[config.mk]
export PLATFORM = sky130hd
export DESIGN_NAME = fp_class_sched
export DESIGN_NICKNAME = d
export VERILOG_FILES = /design/src/rtl/fp_class_pkg.sv /design/src/rtl/fp_classify.sv /design/src/rtl/fp_class_sched.sv
export SDC_FILE = /design/constraint.sdc
export NUM_CORES = 1
export LEC_CHECK = 0
export CAP_MARGIN = 15
export CORE_MARGIN = 2
export CORE_UTILIZATION = 38
export CTS_BUF_LIST = sky130_fd_sc_hd__clkbuf_16
export DETAILED_ROUTE_END_ITERATION = 10
export PLACE_DENSITY = 0.88
export SYNTH_ARGS = -nofsm -noshare
export SYNTH_HDL_FRONTEND = slang
export SYNTH_SLANG_ARGS = --single-unit
[constraint.sdc]
create_clock -name clk -period 3.92 [get_ports clk]
set_input_delay 0.784 -clock clk [delete_from_list [all_inputs] [get_ports clk]]
set_output_delay 0.784 -clock clk [all_outputs]
set_load 0.02 [all_outputs]
[src/rtl/fp_class_pkg.sv]
// Shared definitions for the FP classifier scheduler: one-hot class codes,
// exponent limits and the output-register state encoding.
package fp_class_pkg;

   localparam int FP_TYPE_W = 5;

   localparam logic [FP_TYPE_W-1:0] FP_ZERO      = 5'b00001;
   localparam logic [FP_TYPE_W-1:0] FP_NORMAL    = 5'b00010;
   localparam logic [FP_TYPE_W-1:0] FP_SUBNORMAL = 5'b00100;
   localparam logic [FP_TYPE_W-1:0] FP_INF       = 5'b01000;
   localparam logic [FP_TYPE_W-1:0] FP_NAN       = 5'b10000;

   localparam logic [7:0] EXP_MAX = 8'hFF;

   typedef enum logic {
      ST_EMPTY = 1'b0,
      ST_FULL  = 1'b1
   } out_state_e;

endpackage

[src/rtl/fp_classify.sv]
// Combinational IEEE-754 single-precision classifier. The sign bit does not
// affect the class.
module fp_classify
   import fp_class_pkg::*;
(
   input  logic [31:0]          num_i,
   output logic [FP_TYPE_W-1:0] type_o
);

   logic [7:0]  exp_w;
   logic [22:0] frac_w;
   logic        unused_sign;

   assign exp_w       = num_i[30:23];
   assign frac_w      = num_i[22:0];
   assign unused_sign = num_i[31];

   // Decode exponent/fraction into a one-hot class.
   always_comb begin
      type_o = FP_NORMAL;
      if (exp_w == 8'h00) begin
         type_o = (frac_w == 23'd0) ? FP_ZERO : FP_SUBNORMAL;
      end else if (exp_w == EXP_MAX) begin
         type_o = (frac_w == 23'd0) ? FP_INF : FP_NAN;
      end
   end

endmodule

[src/rtl/fp_class_sched.sv]
// Round-robin scheduler sharing one FP classifier among N_REQ requesters,
// with a one-entry registered output and valid/ready backpressure.
// Optional statistics counters are built when FP_CLASS_STATS_EN is defined;
// otherwise stat_cnt is tied to zero and stat_clr is ignored.
//
// state    | meaning
// ST_EMPTY | output register free, any winner is accepted
// ST_FULL  | output register holds a result for the consumer
module fp_class_sched
   import fp_class_pkg::*;
#(
   parameter int N_REQ = 4,
   parameter int ID_W  = 2,
   parameter int CNT_W = 16
) (
   input  logic                   clk,
   input  logic                   rst_n,
   input  logic [N_REQ-1:0]       req_valid,
   input  logic [32*N_REQ-1:0]    req_num,
   output logic [N_REQ-1:0]       req_ready,
   output logic                   resp_valid,
   input  logic                   resp_ready,
   output logic [ID_W-1:0]        resp_id,
   output logic [31:0]            resp_num,
   output logic [FP_TYPE_W-1:0]   resp_type,
   input  logic                   stat_clr,
   output logic [5*CNT_W-1:0]     stat_cnt
);

   out_state_e           state_q;
   logic [ID_W-1:0]      rr_ptr_q;
   logic [ID_W-1:0]      rr_ptr_d;
   logic [ID_W-1:0]      resp_id_q;
   logic [31:0]          resp_num_q;
   logic [FP_TYPE_W-1:0] resp_type_q;

   logic                 found;
   logic [ID_W-1:0]      winner;
   logic                 accept_en;
   logic                 accept;
   logic [31:0]          sel_num;
   logic [FP_TYPE_W-1:0] sel_type;
   logic                 handshake;

   assign resp_valid = (state_q == ST_FULL);
   assign resp_id    = resp_id_q;
   assign resp_num   = resp_num_q;
   assign resp_type  = resp_type_q;

   assign accept_en = !resp_valid || resp_ready;
   assign accept    = found && accept_en && rst_n;
   assign handshake = resp_valid && resp_ready;

   // Round-robin search starting at rr_ptr, wrapping at N_REQ.
   always_comb begin
      int idx;
      found  = 1'b0;
      winner = '0;
      idx    = 0;
      for (int k = 0; k < N_REQ; k++) begin
         idx = int'(rr_ptr_q) + k;
         if (idx >= N_REQ) idx = idx - N_REQ;
         if (!found && req_valid[idx]) begin
            found  = 1'b1;
            winner = ID_W'(idx);
         end
      end
   end

   // One-hot grant; gated by rst_n so nothing is accepted during reset.
   always_comb begin
      req_ready = '0;
      if (accept) req_ready[winner] = 1'b1;
   end

   // Pointer moves past the winner only when a request is accepted.
   always_comb begin
      rr_ptr_d = rr_ptr_q;
      if (accept) begin
         rr_ptr_d = (int'(winner) == N_REQ-1) ? '0 : winner + ID_W'(1);
      end
   end

   assign sel_num = req_num[32*int'(winner) +: 32];

   fp_classify u_classify (
      .num_i  (sel_num),
      .type_o (sel_type)
   );

   // Output register FSM; a drain and a new accept in one cycle stay FULL.
   always_ff @(posedge clk or negedge rst_n) begin
      if (!rst_n) begin
         state_q     <= ST_EMPTY;
         rr_ptr_q    <= '0;
         resp_id_q   <= '0;
         resp_num_q  <= '0;
         resp_type_q <= '0;
      end else begin
         rr_ptr_q <= rr_ptr_d;
         case (state_q)
            ST_EMPTY: begin
               if (accept) state_q <= ST_FULL;
            end
            ST_FULL: begin
               if (!accept && resp_ready) state_q <= ST_EMPTY;
            end
            default: state_q <= ST_EMPTY;
         endcase
         if (accept) begin
            resp_id_q   <= winner;
            resp_num_q  <= sel_num;
            resp_type_q <= sel_type;
         end
      end
   end

`ifdef FP_CLASS_STATS_EN
   logic [CNT_W-1:0] cnt_q [5];

   // Per-class saturating counters; clear has priority over increment.
   always_ff @(posedge clk or negedge rst_n) begin
      if (!rst_n) begin
         for (int k = 0; k < 5; k++) cnt_q[k] <= '0;
      end else if (stat_clr) begin
         for (int k = 0; k < 5; k++) cnt_q[k] <= '0;
      end else if (handshake) begin
         for (int k = 0; k < 5; k++) begin
            if (resp_type_q[k] && (cnt_q[k] != {CNT_W{1'b1}})) begin
               cnt_q[k] <= cnt_q[k] + CNT_W'(1);
            end
         end
      end
   end

   for (genvar g = 0; g < 5; g++) begin : g_stat
      assign stat_cnt[g*CNT_W +: CNT_W] = cnt_q[g];
   end
`else
   logic unused_stat;
   assign unused_stat = stat_clr ^ handshake;
   assign stat_cnt    = '0;
`endif

endmodule

Yosys cells after proc, flatten, opt, wreduce, memory -nomap -nowiden

Index checks and enable logic that the tools add are counted.

Logic and storage cells: 77
Register bits after elaboration: 42
Output and inout bits: 124
Input bits: 136

Mux-type cells: 35
Reduce and logical (&&, ||, !) cells: 15
$add $sub $neg: 8
Magnitude comparators: 10
Bitwise gates (word level): 1
Shifts and indexed selects: 1
Equal/unequal tests: 2

Operators with widths:

| operator              | number |
|---|---|
| $lt A32 B4 Y1 const B | 4 |
| $mux W32              | 4 |
| $shiftx A128 B8 Y32   | 1 |
| $logic_not A23 Y1     | 1 |
| $mux W1               | 15 |
| $mux W5               | 3 |
| $sub A3 B3 Y4 const B | 3 |
| $mux W2               | 5 |
| $ge A3 B3 Y1 const B  | 3 |
| $bmux W1 S2           | 4 |
| $eq A8 B8 Y1 const B  | 1 |
| $logic_not A8 Y1      | 1 |
| $logic_and A1 B1 Y1   | 7 |
| $add A2 B2 Y3 const B | 2 |
| $logic_not A1 Y1      | 5 |
| $mux W4               | 1 |
| $sub A2 B3 Y4 const B | 1 |
| $add A2 B1 Y3 const B | 1 |
| $ge A2 B3 Y1 const B  | 1 |
| $lt A2 B3 Y1 const B  | 1 |
| $mux W3               | 1 |
| $add A2 B1 Y2 const B | 1 |
| $demux W1 S2          | 1 |
| $eq A2 B1 Y1 const B  | 1 |
| 4 further kinds       | 4 |

Depth between registers and ports, before layout

Gate-level depths: netlist (run 1).

Word-level depth: 21
Mapped depth: 11

Cells and area by module

Synthesis (run 1) repeated with hierarchy kept, for this count alone.

Cell total of the unflattened synthesis: 364
Area total of the unflattened synthesis: 3607.2 um^2

Modules (own cells, without submodules):

| module         | seq. area each (um^2) | instances | area an instance (um^2) | cells an instance |
|---|---|---|---|---|
| fp_class_sched | 1051.0                | 1         | 3465.8                  | 343 |
| fp_classify    | 0.0                   | 1         | 141.4                   | 21 |

Worst setup path before layout (run 1)

Ideal clock, no wire load.

Path type: input-to-output
Start point: input port req_valid[2]
End point: output port req_ready[3]
Path slack: 685 ps
Buffers on the path: 2
Arrival: 2451 ps
Cell stages on the path: 7
Cell sequence: nor2b_1 a21o_1 a211oi_4 clkbuf_1 clkbuf_1 ha_1 and2_1

Word-level cells in the longest chain between the ends: 18
Elaborated cells between the ends (all ways): 34

RTL lines:

| what                                                               | line                 | text |
|---|---|---|
| from (decl)                                                        | fp_class_sched.sv:18 | `input logic [N_REQ-1:0] req_valid,` |
| $bmux W1 S2                                                        | fp_class_sched.sv:63 | `if (!found && req_valid[idx]) begin` |
| $mux W1 (implied by the code) (2 in series)                        | fp_class_sched.sv:63 |  |
| $mux W1                                                            | fp_class_sched.sv:63 |  |
| $logic_not A1 Y1                                                   | fp_class_sched.sv:63 |  |
| $logic_and A1 B1 Y1                                                | fp_class_sched.sv:63 |  |
| $mux W1                                                            | fp_class_sched.sv:63 |  |
| $logic_not A1 Y1                                                   | fp_class_sched.sv:63 |  |
| $logic_and A1 B1 Y1                                                | fp_class_sched.sv:63 |  |
| [2 not listed]                                                     | --                   |  |
| $logic_and A1 B1 Y1                                                | fp_class_sched.sv:63 |  |
| $mux W2 *                                                          | fp_class_sched.sv:63 |  |
| named net winner[0]                                                | fp_class_sched.sv:38 | `logic [ID_W-1:0] winner;` |
| $lt A2 B3 Y1 (implied by the code) or $ge A2 B1 Y1 (tied branches) | fp_class_sched.sv:73 | `if (accept) req_ready[winner] = 1'b1;` |
| $logic_and A1 B1 Y1 (implied by the code)                          | fp_class_sched.sv:73 |  |
| $mux W1 (implied by the code)                                      | fp_class_sched.sv:73 |  |
| $demux W1 S2 *                                                     | fp_class_sched.sv:73 |  |
| $mux W4 *                                                          | fp_class_sched.sv:73 |  |
| to (decl)                                                          | fp_class_sched.sv:20 | `output logic [N_REQ-1:0] req_ready,` |

The timed path passes the listed nets; every way through them passes the cells marked *. The select of a mux whose other input is x is not followed.

Final worst setup path (run 1)

Start point: input port req_valid[1]
End point: output port req_ready[3]

Word-level cells in the longest chain between the ends: 18
Elaborated cells between the ends (all ways): 34

RTL lines:

| what                                                               | line |
|---|---|
| $bmux W1 S2                                                        | fp_class_sched.sv:63 |
| $mux W1 (implied by the code) (2 in series)                        | fp_class_sched.sv:63 |
| $mux W1                                                            | fp_class_sched.sv:63 |
| $logic_not A1 Y1                                                   | fp_class_sched.sv:63 |
| $logic_and A1 B1 Y1                                                | fp_class_sched.sv:63 |
| $mux W1                                                            | fp_class_sched.sv:63 |
| $logic_not A1 Y1                                                   | fp_class_sched.sv:63 |
| $logic_and A1 B1 Y1                                                | fp_class_sched.sv:63 |
| $mux W1                                                            | fp_class_sched.sv:63 |
| $logic_not A1 Y1                                                   | fp_class_sched.sv:63 |
| $logic_and A1 B1 Y1                                                | fp_class_sched.sv:63 |
| $mux W2                                                            | fp_class_sched.sv:63 |
| $lt A2 B3 Y1 (implied by the code) or $ge A2 B1 Y1 (tied branches) | fp_class_sched.sv:73 |
| $logic_and A1 B1 Y1 (implied by the code)                          | fp_class_sched.sv:73 |
| $mux W1 (implied by the code)                                      | fp_class_sched.sv:73 |
| $demux W1 S2                                                       | fp_class_sched.sv:73 |
| $mux W4 *                                                          | fp_class_sched.sv:73 |

Every way passes the cells marked *; elsewhere a longest branch is shown, timed or not. The select of a mux whose other input is x is not followed.

==> flow_summary.toml, run 1 <==
[pwr]
total_power_uw = 2840
cellPowerDensity_mw_per_mm2 = 527
leakage_uw = 0.00247
ir_worst_vdd_uv = 271

[layout]
antennaDiodeCount = 0
finish.net_count = 768
mostFrequentLayoutCells = "clkdlybuf4s50_1 (175), conb_1 (80), nand2_1 (69), nand3_1 (45), dfrtp_1 (42)"
fin_cells = 740
layout_commonest_cell = "clkdlybuf4s50_1"
area_growth_syn_to_layout_pct = 51.2
drive_above_1_share_pct = 6.52
fill_cells = 828

[worst_hold_path]
min_from = "resp_num[31]"
hold_path_depth = 2
hold_end = "resp_num[31]"
hold_class = "reg2reg"

[status]
status = "complete, no violations"

[setup_path]
setup.worst_path.end_class = "output pin"
slowest_delay_ps = 540
cp_max_fo = 11
slowest_stage = "clkdlybuf4s50_1"
rr_worst_depth = 10
crit_chain = "clkdlybuf4s50_1, and2b_1, a211oi_1, nor2_1, buf_4, ha_1, and2_1, clkdlybuf4s50_1"
r2r_start = "rr_ptr_q[0]"
regToRegSetupSlack_ps = 860
crit_required_ps = 3140
start_kind = "input pin"
crit_top_cell = "clkdlybuf4s50_1"
critPathArrivalTime_ps = 3020
reg2reg_to = "resp_type[3]"
worstSetupPathType = "in2out"

[global_routing]
met1_usage_pct = 24.1
grt_pass1_wl_mm = 17.4
track_usage_pct = 21.9
grtUsageMet2_pct = 39.5
top_usage_layer = "met2"
grt_use_met3_pct = 6.10
grt_pass1_vias = 3674
grt_antenna_before_repair = 1
grt_max_degree = 43
grt_overflow = 0

[clock_tree]
clock-sinks = 42
postCtsSetupBuffers = 0
ctsResizeCount = 0
clock-root-buffer = "clkbuf_16"
path_clk_slew_ps = 60
h-tree-depth = 2
cts_inserted_buffers = 5
cts_tree = "yes"
postCtsHoldBufs = 0
cts.path.max_buffers = 2
insertion_delay_ps = 280

[synthesis]
netlist_area_mm2 = 0.00356
synth.distinct_cells = 37
async_flop_share_pct = 100
synth-main-ff-cell = "dfrtp_1"
synth.largest_area_cell = "dfrtp_1"
synthTopCellsByArea = "dfrtp_1 (30%), buf_4 (17%), a211oi_1 (8.4%), nand2_1 (7.3%), and3_1 (7.0%)"
syn_area_per_cell_um2 = 7.79
seq_area_frac_synth_pct = 29.5
synth-edff-count = 0
yosysTopAreaCellShare_pct = 29.5
ys_warn_count = 0
ys_ff_latch = 42
netlist_instances = 457

[drt]
avgRoutedWirePerCell_um = 15.7
vias = 3799
drtIter0Drc = 77
drtPass1Iterations = 5
routed_wl_mm = 11.6
ant_nets = 0
via_per_inst = 5.13
post-route-drc-count = 0

[floorplan]
std_cell_rows = 35
die_h_um = 101
core-area_mm2 = 0.00915
die_w_um = 101
initial_core_util_pct = 38.9
io_pins = 260
die_area_mm2 = 0.0102

[timing]
tightest_slew_ps = 562
fin_crit_sh_pct = 97.0
setup_viol = 0
fin_skew_ps = 2.46
drv_slew = 0
max_slew_margin_pct = 62.0
fin_ws_ps = 119
min_period_ps = 3800
hold_viol_final = 0
rsz0062_at_grt = "false"
max_freq_ghz = 0.263

[placed_design]
dp.cells = 732
dp_hpwl_mm = 9.28
dp_slack_ps = -97.7
port_buffers = 178
place.gp.congestion = 0.883

[run]
cap_violations = 0
## metrics by stage
step                area [µm²]  utilization (%)  TNS [ps]  hold slack, ps
floorplan                 3860                -         0             488
global placement          5220             57.0         0             461
detailed placement        5220             57.0      -354             462
CTS                       5380             58.8         0             477
global route              5390             58.8         0             496
finish                    5390             58.8         0             475
## worst max-delay path: cells and delay by family
kind / cells / cell delay [ps]
adder cells (fa/ha/maj): 1 / 180
buffers and inverters: 3 / 1280
AO/OA/AOI/OAI: 1 / 290
AND/OR/NAND/NOR: 3 / 480
## where the power goes
group | total [µW] | switching [µW] | leakage (µW) | internal (µW)
clock network | 453 | 158 | 0.0000864 | 296
registers | 676 | 92.4 | 0.000518 | 584
logic | 1710 | 973 | 0.00187 | 737
## how the worst max path moves through the flow
stage,from,endpoint,slack (ps)
after detailed placement,req_valid[2],resp_type[3],-100
after global placement,req_valid[2],resp_type[4],20
final,req_valid[1],req_ready[3],120
after global routing,req_valid[1],req_ready[2],30
after CTS,req_valid[1],req_ready[0],70
after floorplan,req_valid[2],req_ready[3],680
## cells in the mapped netlist, types with 6 or more instances
cell / instances
o21ai_0: 26
a31o_2: 7
a211oi_1: 40
nand2_1: 69
and3_1: 40
nand4_1: 6
o22ai_1: 8
nand3_1: 45
clkbuf_1: 26
o31ai_1: 17
buf_4: 80
dfrtp_1: 42
## layer usage
metal,vias up,share of wire [%]
met2,191,50
li1,1819,-
met1,1761,38
met3,26,9.1
met4,2,2.7
met5,-,0.16
## cells by family after synthesis
family | after synthesis | share of synthesized area [%]
buffers and inverters | 117 | 21.0
AO/OA/AOI/OAI | 113 | 22.4
adder cells (fa/ha/maj) | 4 | 1.41
other | 1 | 0.105
AND/OR/NAND/NOR | 180 | 25.5
flip-flops | 42 | 29.5
## flip-flops by register name, summed over array words and instances (netlist names)
name	flops
resp_num	32
resp_type	5
resp_valid	1
resp_id	2
rr_ptr_q	2
## area by class of cell
type | instances | area (µm²) | area share (%)
flip-flops and latches | 42 | 1050 | 19.5
clock inverters | 3 | 37.5 | 0.697
clock buffers | 5 | 125 | 2.32
repair buffers | 198 | 1960 | 36.3
multi-input cells | 377 | 2060 | 38.3
well taps | 111 | 139 | 2.58
inverters | 4 | 15.0 | 0.279
No activity file was read; power rests on OpenSTA's default activity.
==> run 2: changes to the inputs <==
--- a/config.mk
+++ b/config.mk
@@ -10,7 +10,8 @@
 export CORE_UTILIZATION = 38
 export CTS_BUF_LIST = sky130_fd_sc_hd__clkbuf_16
 export DETAILED_ROUTE_END_ITERATION = 10
-export PLACE_DENSITY = 0.88
+export PLACE_DENSITY = 0.87
 export SYNTH_ARGS = -nofsm -noshare
 export SYNTH_HDL_FRONTEND = slang
+export SYNTH_HIERARCHICAL = 1
 export SYNTH_SLANG_ARGS = --single-unit
==> run 2 against run 1 <==
First-iteration DRC count grew 10%. Via count shrank 15%. Critical endpoint is now req_ready[0]. Worst hold slack gained 13 ps. Largest power group unchanged. Routed wire length fell by 11%. Global-route usage fell by 1.7 points. Cell area about the same. Die area up 0.94%.
==> flow_summary.toml, run 2 <==
[status]
status = "complete, no violations"

[setup_path]
r2r_start = "rr_ptr_q[0]"
crit_chain = "clkdlybuf4s50_1, a21oi_1, or3b_1, o221ai_4, inv_1, nor3_1, clkdlybuf4s50_1"
cp_top_family = "buffers and inverters"
path_buf_inv = 3
crit_required_ps = 3140
reg2reg_to = "resp_type[4]"
cp.depth = 7
rr_worst_depth = 10
worstSetupPathType = "in2out"
setup.worst_path.end_class = "output pin"
cp_max_fo = 5
start_kind = "input pin"
slowest_delay_ps = 650
regToRegSetupSlack_ps = 1080
critPathArrivalTime_ps = 2960
slowest_stage = "clkdlybuf4s50_1"
cp-startpoint = "req_valid[1]"
crit_top_cell = "clkdlybuf4s50_1"
endpoint = "req_ready[0]"

[global_routing]
grt_max_degree = 43
track_usage_pct = 20.2
grt_pass1_vias = 3280
grt_pass1_wl_mm = 16.1
grt_antenna_before_repair = 0
grt_overflow = 0

[timing]
max_freq_ghz = 0.267
worst_hold_slack_ps = 488
max_slew_margin_pct = 61.8
tightest_slew_ps = 572
hold_viol_final = 0
setup_viol = 0
fin_skew_ps = 6.25
min_period_ps = 3740
rsz0062_at_grt = "false"
drv_slew = 0
fin_crit_sh_pct = 95.5
tns_ps = 0

[floorplan]
die_h_um = 101
core-area_mm2 = 0.00920
die_w_um = 101
initial_core_util_pct = 39.1
die_area_mm2 = 0.0103
io_pins = 260
std_cell_rows = 35

[pwr]
ir_worst_vdd_uv = 243
leakage_uw = 0.00250
cellPowerDensity_mw_per_mm2 = 561

[drt]
drtPass1Iterations = 4
vias = 3227
avgRoutedWirePerCell_um = 16.1
ant_nets = 0
post-route-drc-count = 0
drtIter0Drc = 85
via_per_inst = 5.00
routed_wl_mm = 10.4

[clock_tree]
ctsResizeCount = 0
h-tree-depth = 2
path_clk_slew_ps = 60
cts.path.max_buffers = 2
cts_inserted_buffers = 5
postCtsSetupBuffers = 0
cts_tree = "yes"
clock-root-buffer = "clkbuf_16"
insertion_delay_ps = 280
postCtsHoldBufs = 0
clock-sinks = 42

[synthesis]
ys_warn_count = 6
netlist_instances = 363
syn_area_per_cell_um2 = 9.91
netlist_area_mm2 = 0.00360

[layout]
drive_above_1_share_pct = 8.04
layout_commonest_cell = "clkdlybuf4s50_1"
largest_register_ffs = 32
mostFrequentLayoutCells = "clkdlybuf4s50_1 (177), mux2i_1 (95), conb_1 (80), dfrtp_1 (42), nand2_1 (39)"
area_growth_syn_to_layout_pct = 49.6
finish.net_count = 671
antennaDiodeCount = 0
fill_cells = 778

[placed_design]
place.gp.congestion = 0.790
port_buffers = 178
dp_hpwl_mm = 8.52

[worst_hold_path]
min_from = "resp_id[1]"
hold_class = "reg2reg"

[run]
cap_violations = 0
[run 2: changes by cell type in the layout (fill, tap and decap cells not counted), moves of 7 or more]
cell and change:
o31ai_1 -16, and3_1 -40, buf_4 -11, a31o_2 -7, a211oi_1 -40, o221ai_2 +10
nand3_1 -45, mux2i_1 +95, o221ai_1 +22, o22ai_1 -8, o21ai_0 -25, nand2_1 -30
[run 2: worst min-delay path by stage]
stage	endpoint	cells after the start	slack (ps)
final	resp_id[1]	2	490
after global routing	resp_num[23]	2	520
after CTS	resp_id[1]	2	480
after floorplan	rr_ptr_q[0]	2	480
after global placement	resp_id[1]	2	460
after detailed placement	resp_id[1]	2	470
[run 2: worst register-to-register path: cells and delay by family, from the launching register on]
kind | cells | cell delay [ps]
AND/OR/NAND/NOR | 3 | 860
flip-flops | 1 | 410
AO/OA/AOI/OAI | 3 | 460
buffers and inverters | 1 | 280
multiplexers | 3 | 710
[run 2: area by class of cell]
type | instances | area (µm²) | area share [%]
Multi-Input combinational cell | 293 | 2120 | 39.4
Inverter | 4 | 15.0 | 0.279
Tap cell | 111 | 139 | 2.58
Sequential cell | 42 | 1050 | 19.5
Clock buffer | 5 | 125 | 2.32
Clock inverter | 3 | 40.0 | 0.744
Timing Repair Buffer | 188 | 1890 | 35.1
[run 2: layer usage]
layer / up-vias / wire [µm] / GRT usage, %
met5: - / 0 / 0
met2: 172 / 5520 / 37.9
met4: 0 / 216 / 7.17
li1: 1504 / - / -
met3: 15 / 803 / 4.42
met1: 1536 / 3860 / 22.3
[run 2: power by group]
group	internal, µW	leakage (µW)	total [µW]	switching [µW]
Clock	298	0.0000836	461	163
Combinational	862	0.00190	1840	981
Sequential	602	0.000520	715	113
[run 2: through the flow]
step / instance area, µm² / utilization [%] / setup WS (ps) / instances / power (µW)
2_1_floorplan: 3890 / - / 989 / 442 / 1900
3_3_place_gp: 5220 / 56.7 / 148 / 638 / 2520
3_5_place_dp: 5220 / 56.7 / 128 / 638 / 2570
4_1_cts: 5380 / 58.5 / 124 / 646 / 3040
5_1_grt: 5380 / 58.5 / 26.6 / 646 / 3210
6_report: 5380 / 58.5 / 175 / 646 / 3020
==> edit 1 (settings of run 2) <==
Change the parameter `ID_W` from 2 to 4.
--- a/src/rtl/fp_class_sched.sv
+++ b/src/rtl/fp_class_sched.sv
@@ -10,7 +10,7 @@
    import fp_class_pkg::*;
 #(
    parameter int N_REQ = 4,
-   parameter int ID_W  = 2,
+   parameter int ID_W  = 4,
    parameter int CNT_W = 16
 ) (
    input  logic                   clk,
Ports: changed (resized resp_id); port bits go from 260 to 262. No check against the original RTL was run, so the function may have changed too.
==> edit 1 against run 2 <==
The flow now finishes with violations (setup timing); via count increased by 50%; routed wire length grew 51%; utilization up 3.7 points; cell area grew 31%; critical path type is now reg -> out; non-clock buffer count up 85; sequential cell count up 4; synthesized area grew 23%; setup slack lost 0.34 ns.
Power is not compared: it rests on default switching activity, and its combinational part moved more than twofold at a synthesized area within 25%.
==> edit 1: results (changes against run 2) <==
run status=finished, violations left (was completed); failing checks=setup timing; clk pwr=roughly 430 uW; DR pass1 iterations=5 (was 4); clk_lat worst skew=slightly below 0.3 ns; pin count of the biggest net entering global routing=53 (was 43); gr usage total=0.241 (was 0.202); Ys Warns=6 (unchanged); Final HPWL DP=12.3 mm (was 8.52 mm); Power, Total=~8 mW; DR WL met3=1.12 mm (was 803 um); M2 GR Usage=0.419 (was 0.379); initial antenna violation count=1 (was 0); Nets=971 (was 671); post-CTS setup buffers=3 (was 0); DP Area=6680 um2 (was 5220 um2); max reg flops=32 (unchanged); crit path DAT=3.30 ns (was 2.96 ns); Peak VDD IR=between 500 and 600 uV; Hold Crit Start=resp_num[9] (was resp_id[1]); Critical R2R Launch=rr_ptr_q[1] (was rr_ptr_q[0]); WHS Path Cells=2 (unchanged); R2R Path End=resp_type[2] (was resp_type[4]); DR top layer=met4 (unchanged); Post-Route WL=15.8 mm (was 10.4 mm); PortBufs=180 (was 178); count of final setup violators=8 (was 0); CTS H-tree lvls=2 (unchanged); Hold WS=0.479 ns (was 0.488 ns); Worst Reg-to-Reg Cells=16 (was 10); post_cts resized=43 (was 0); met3 Usage GRT=0.0425 (was 0.0442); Fillers=962 (was 778); global-route wire length before repair=23.9 mm (was 16.1 mm); worst min-delay path class=reg -> reg (unchanged); worst slew pin tran=0.610 ns (was 0.572 ns); via count=4834 (was 3227); Worst R2R Setup Slack=-0.03 ns (was 1.08 ns); Hold Path Sink=resp_num[9] (was resp_id[1]); Final Wtd Congestion=0.913 (was 0.790); Sequential Power Share=0.090; deepest clock path buffer count=2 (unchanged); CP max FO=4 (was 5); worst setup margin=-0.167 ns (was 0.175 ns); Sw Share=0.498; met1 WL=6.38 mm (was 3.86 mm); Detailed Route Iter0 Violations=346 (was 85); vias in the first global route=4520 (was 3280); share of cells above drive strength 1=0.225 (was 0.0804); Leak Pwr=between 3 and 4 nW; Root Driver=clkbuf_16 (unchanged); DR WL met2=7.94 mm (was 5.52 mm); met1 GRT Util=0.313 (was 0.223); worst clock skew=0.00938 ns (was 0.00625 ns); clock buffer count from CTS=5 (unchanged); setup tns final=-0.695 ns (was 0 ns)
==> edit 1: cell count changes in the layout (fill, tap and decap cells not counted), moves of 25 or more <==
cell     before  now
nand2_1      39  109
mux2i_1      95    3
a22o_1        0   32
buf_4         7   86
a21oi_1       4   72
nor2_1        2   27
==> edit 1: how the worst max path moves through the flow <==
stage | start | endpoint | slack (ns) | cells after the start
after floorplan | rr_ptr_q[0] | req_ready[0] | -0.1 | 14
after global placement | req_valid[0] | req_ready[0] | -0.86 | 9
after detailed placement | req_valid[1] | req_ready[0] | -0.93 | 9
after CTS | rr_ptr_q[1] | req_ready[1] | -0.21 | 13
after global routing | rr_ptr_q[1] | req_ready[0] | -0.28 | 14
final | rr_ptr_q[1] | req_ready[1] | -0.17 | 14
==> edit 1: worst max-delay path, cell delays in order (launching register included) <==
cell and delay, ns:
dfrtp_1 0.41, buf_6 0.14, inv_8 0.04, ha_4 0.16, a21oi_4 0.18, xnor2_4 0.17, ha_4 0.17, nand2_4 0.05
a311oi_2 0.25, a311oi_2 0.08, or4_1 0.49, or3_4 0.35, or2_4 0.30, nor2_4 0.10, buf_6 0.12
==> edit 1: metrics by stage <==
stage	utilization	std cells	setup WS [ns]
after floorplan	-	654	-0.0993
after global placement	0.587	945	-0.862
after detailed placement	0.587	945	-0.929
after CTS	0.608	956	-0.210
after global routing	0.622	961	-0.280
final	0.622	961	-0.167
==> edit 1: cell type report <==
cell class	instances	share of cell area
Tap cell	143	0.0253
Sequential cell	46	0.163
Timing Repair Buffer	273	0.362
Inverter	14	0.00955
Clock buffer	5	0.0177
Multi-Input combinational cell	476	0.419
Clock inverter	3	0.00354
Antenna cell	1	0.000354
==> edit 2 (settings of run 2) <==
Without the edit above. Add a define of `FP_CLASS_STATS_EN`.
--- a/src/rtl/fp_class_sched.sv
+++ b/src/rtl/fp_class_sched.sv
@@ -6,6 +6,8 @@
 // state    | meaning
 // ST_EMPTY | output register free, any winner is accepted
 // ST_FULL  | output register holds a result for the consumer
+`define FP_CLASS_STATS_EN
+
 module fp_class_sched
    import fp_class_pkg::*;
 #(
Check against the original RTL: not equivalent (Yosys sat finds a counterexample within 4 cycles, from zero or initial values and one cycle with rst_n low).
==> edit 2 against run 2 <==
Critical path depth increased by 1; sequential share of layout area rose by 8.4 points; synthesized area grew 110%; routed wire length increased by 120%; critical path type unchanged; via count grew 120%; utilization is 2.1 points lower; cell area increased by 100%; count of clock-buffer cells in the layout increased by 12; highest routed layer unchanged; setup slack better by 0.041 ns; sequential cell count grew 80; total power is 53% higher; combinational power down 21%.
==> edit 2: results (changes against run 2) <==
clk_lat worst skew=0.41 ns (was 0.28 ns); Mapped Nets=between 900 and 1000; Final Wtd Congestion=0.935 (was 0.790); worst clock skew=0.00905 ns (was 0.00625 ns); gr usage total=0.222 (was 0.202); DR pass1 iterations=4 (unchanged); CP max FO=6 (was 5); post-CTS setup buffers=0 (unchanged); Worst path max stage delay=0.60 ns (was 0.65 ns); WL per Instance=17.6 um (was 16.1 um); Final ANT Viol Nets=0 (unchanged); Inst Count DP=1264 (was 638); worst min-delay path class=in -> async (was reg -> reg); slowest CP cell=clkdlybuf4s50_1 (unchanged); Final HPWL DP=17.4 mm (was 8.52 mm); Ys Warns=6 (unchanged); Post-Route WL=22.8 mm (was 10.4 mm); Clk pin slew, worst setup/hold paths=0.06 ns (about the same); worst slew pin tran=0.835 ns (was 0.572 ns); Root Driver=clkbuf_16 (unchanged); Peak VDD IR=302 uV (was 243 uV); run status=completed (unchanged); Nets=1164 (was 671); n_diodes=0 (unchanged); CP delay by family, top=buffers and inverters (unchanged); initial antenna violation count=0 (unchanged); max reg flops=80 (was 32); Detailed Route Iter0 Violations=317 (was 85); vias per inst=5.36 (was 5.00); CTS H-tree lvls=4 (was 2); clock buffer count from CTS=17 (was 5); syn avg cell area=9.69 um2 (was 9.91 um2); post_cts resized=0 (unchanged); PortBufs=259 (was 178); crit path DAT=2.92 ns (was 2.96 ns); pin count of the biggest net entering global routing=66 (was 43); vias in the first global route=6856 (was 3280); DP Area=10300 um2 (was 5220 um2); Leak Pwr=4.58 nW (was 2.50 nW); share of cells above drive strength 1=0.0640 (was 0.0804); global-route wire length before repair=35.7 mm (was 16.1 mm); deepest clock path buffer count=2 (unchanged)
==> edit 2: per-layer routing <==
metal	track usage	up-vias	wire (um)
met1	0.256	3303	8770
li1	-	3307	-
met3	0.0500	57	1430
met5	0	-	0
met2	0.377	284	11400
met4	0.130	0	1180
==> edit 2: area by class of cell <==
class | instances | area, um2
Clock buffer | 17 | 425
Clock inverter | 15 | 183
Fill cell | 1700 | 8420
Inverter | 14 | 52.6
Multi-Input combinational cell | 592 | 4170
Sequential cell | 122 | 3050
Tap cell | 265 | 332
Timing Repair Buffer | 272 | 2700
==> edit 2: metrics by stage <==
| step | hold WS (ns) | setup WS, ns |
|---|---|---|
| 4_1_cts | 0.210 | 0.233 |
| 5_1_grt | 0.206 | 0.113 |
| 2_1_floorplan | 0.488 | 1.12 |
| 3_3_place_gp | 0.470 | 0.273 |
| 3_5_place_dp | 0.475 | 0.204 |
| 6_report | 0.223 | 0.217 |
==> edit 2: power breakdown <==
part           internal (mW)  switching, mW
Clock                   1.05          0.575
Combinational          0.700          0.764
Sequential              1.40          0.124
==> edit 2: worst register-to-register path: cells and delay by family (launching register included) <==
kind | cells | cell delay (ns)
buffers and inverters | 1 | 0.52
AND/OR/NAND/NOR | 6 | 1.23
multiplexers | 1 | 0.19
flip-flops | 1 | 0.47
AO/OA/AOI/OAI | 2 | 0.41
==> edit 2: path summary, 6_finish.rpt <==
kind,start,end,slack (ns),cells past startpoint
max,req_valid[3],req_ready[3],0.22,8
min,rst_n,stat_cnt[8],0.22,1
max reg2reg,rr_ptr_q[1],resp_type[3],1.02,10
min reg2reg,resp_num[23],resp_num[23],0.48,2
max in group asynchronous,rst_n,resp_type[2],2.58,2
min in group clk,resp_num[23],resp_num[23],0.48,2
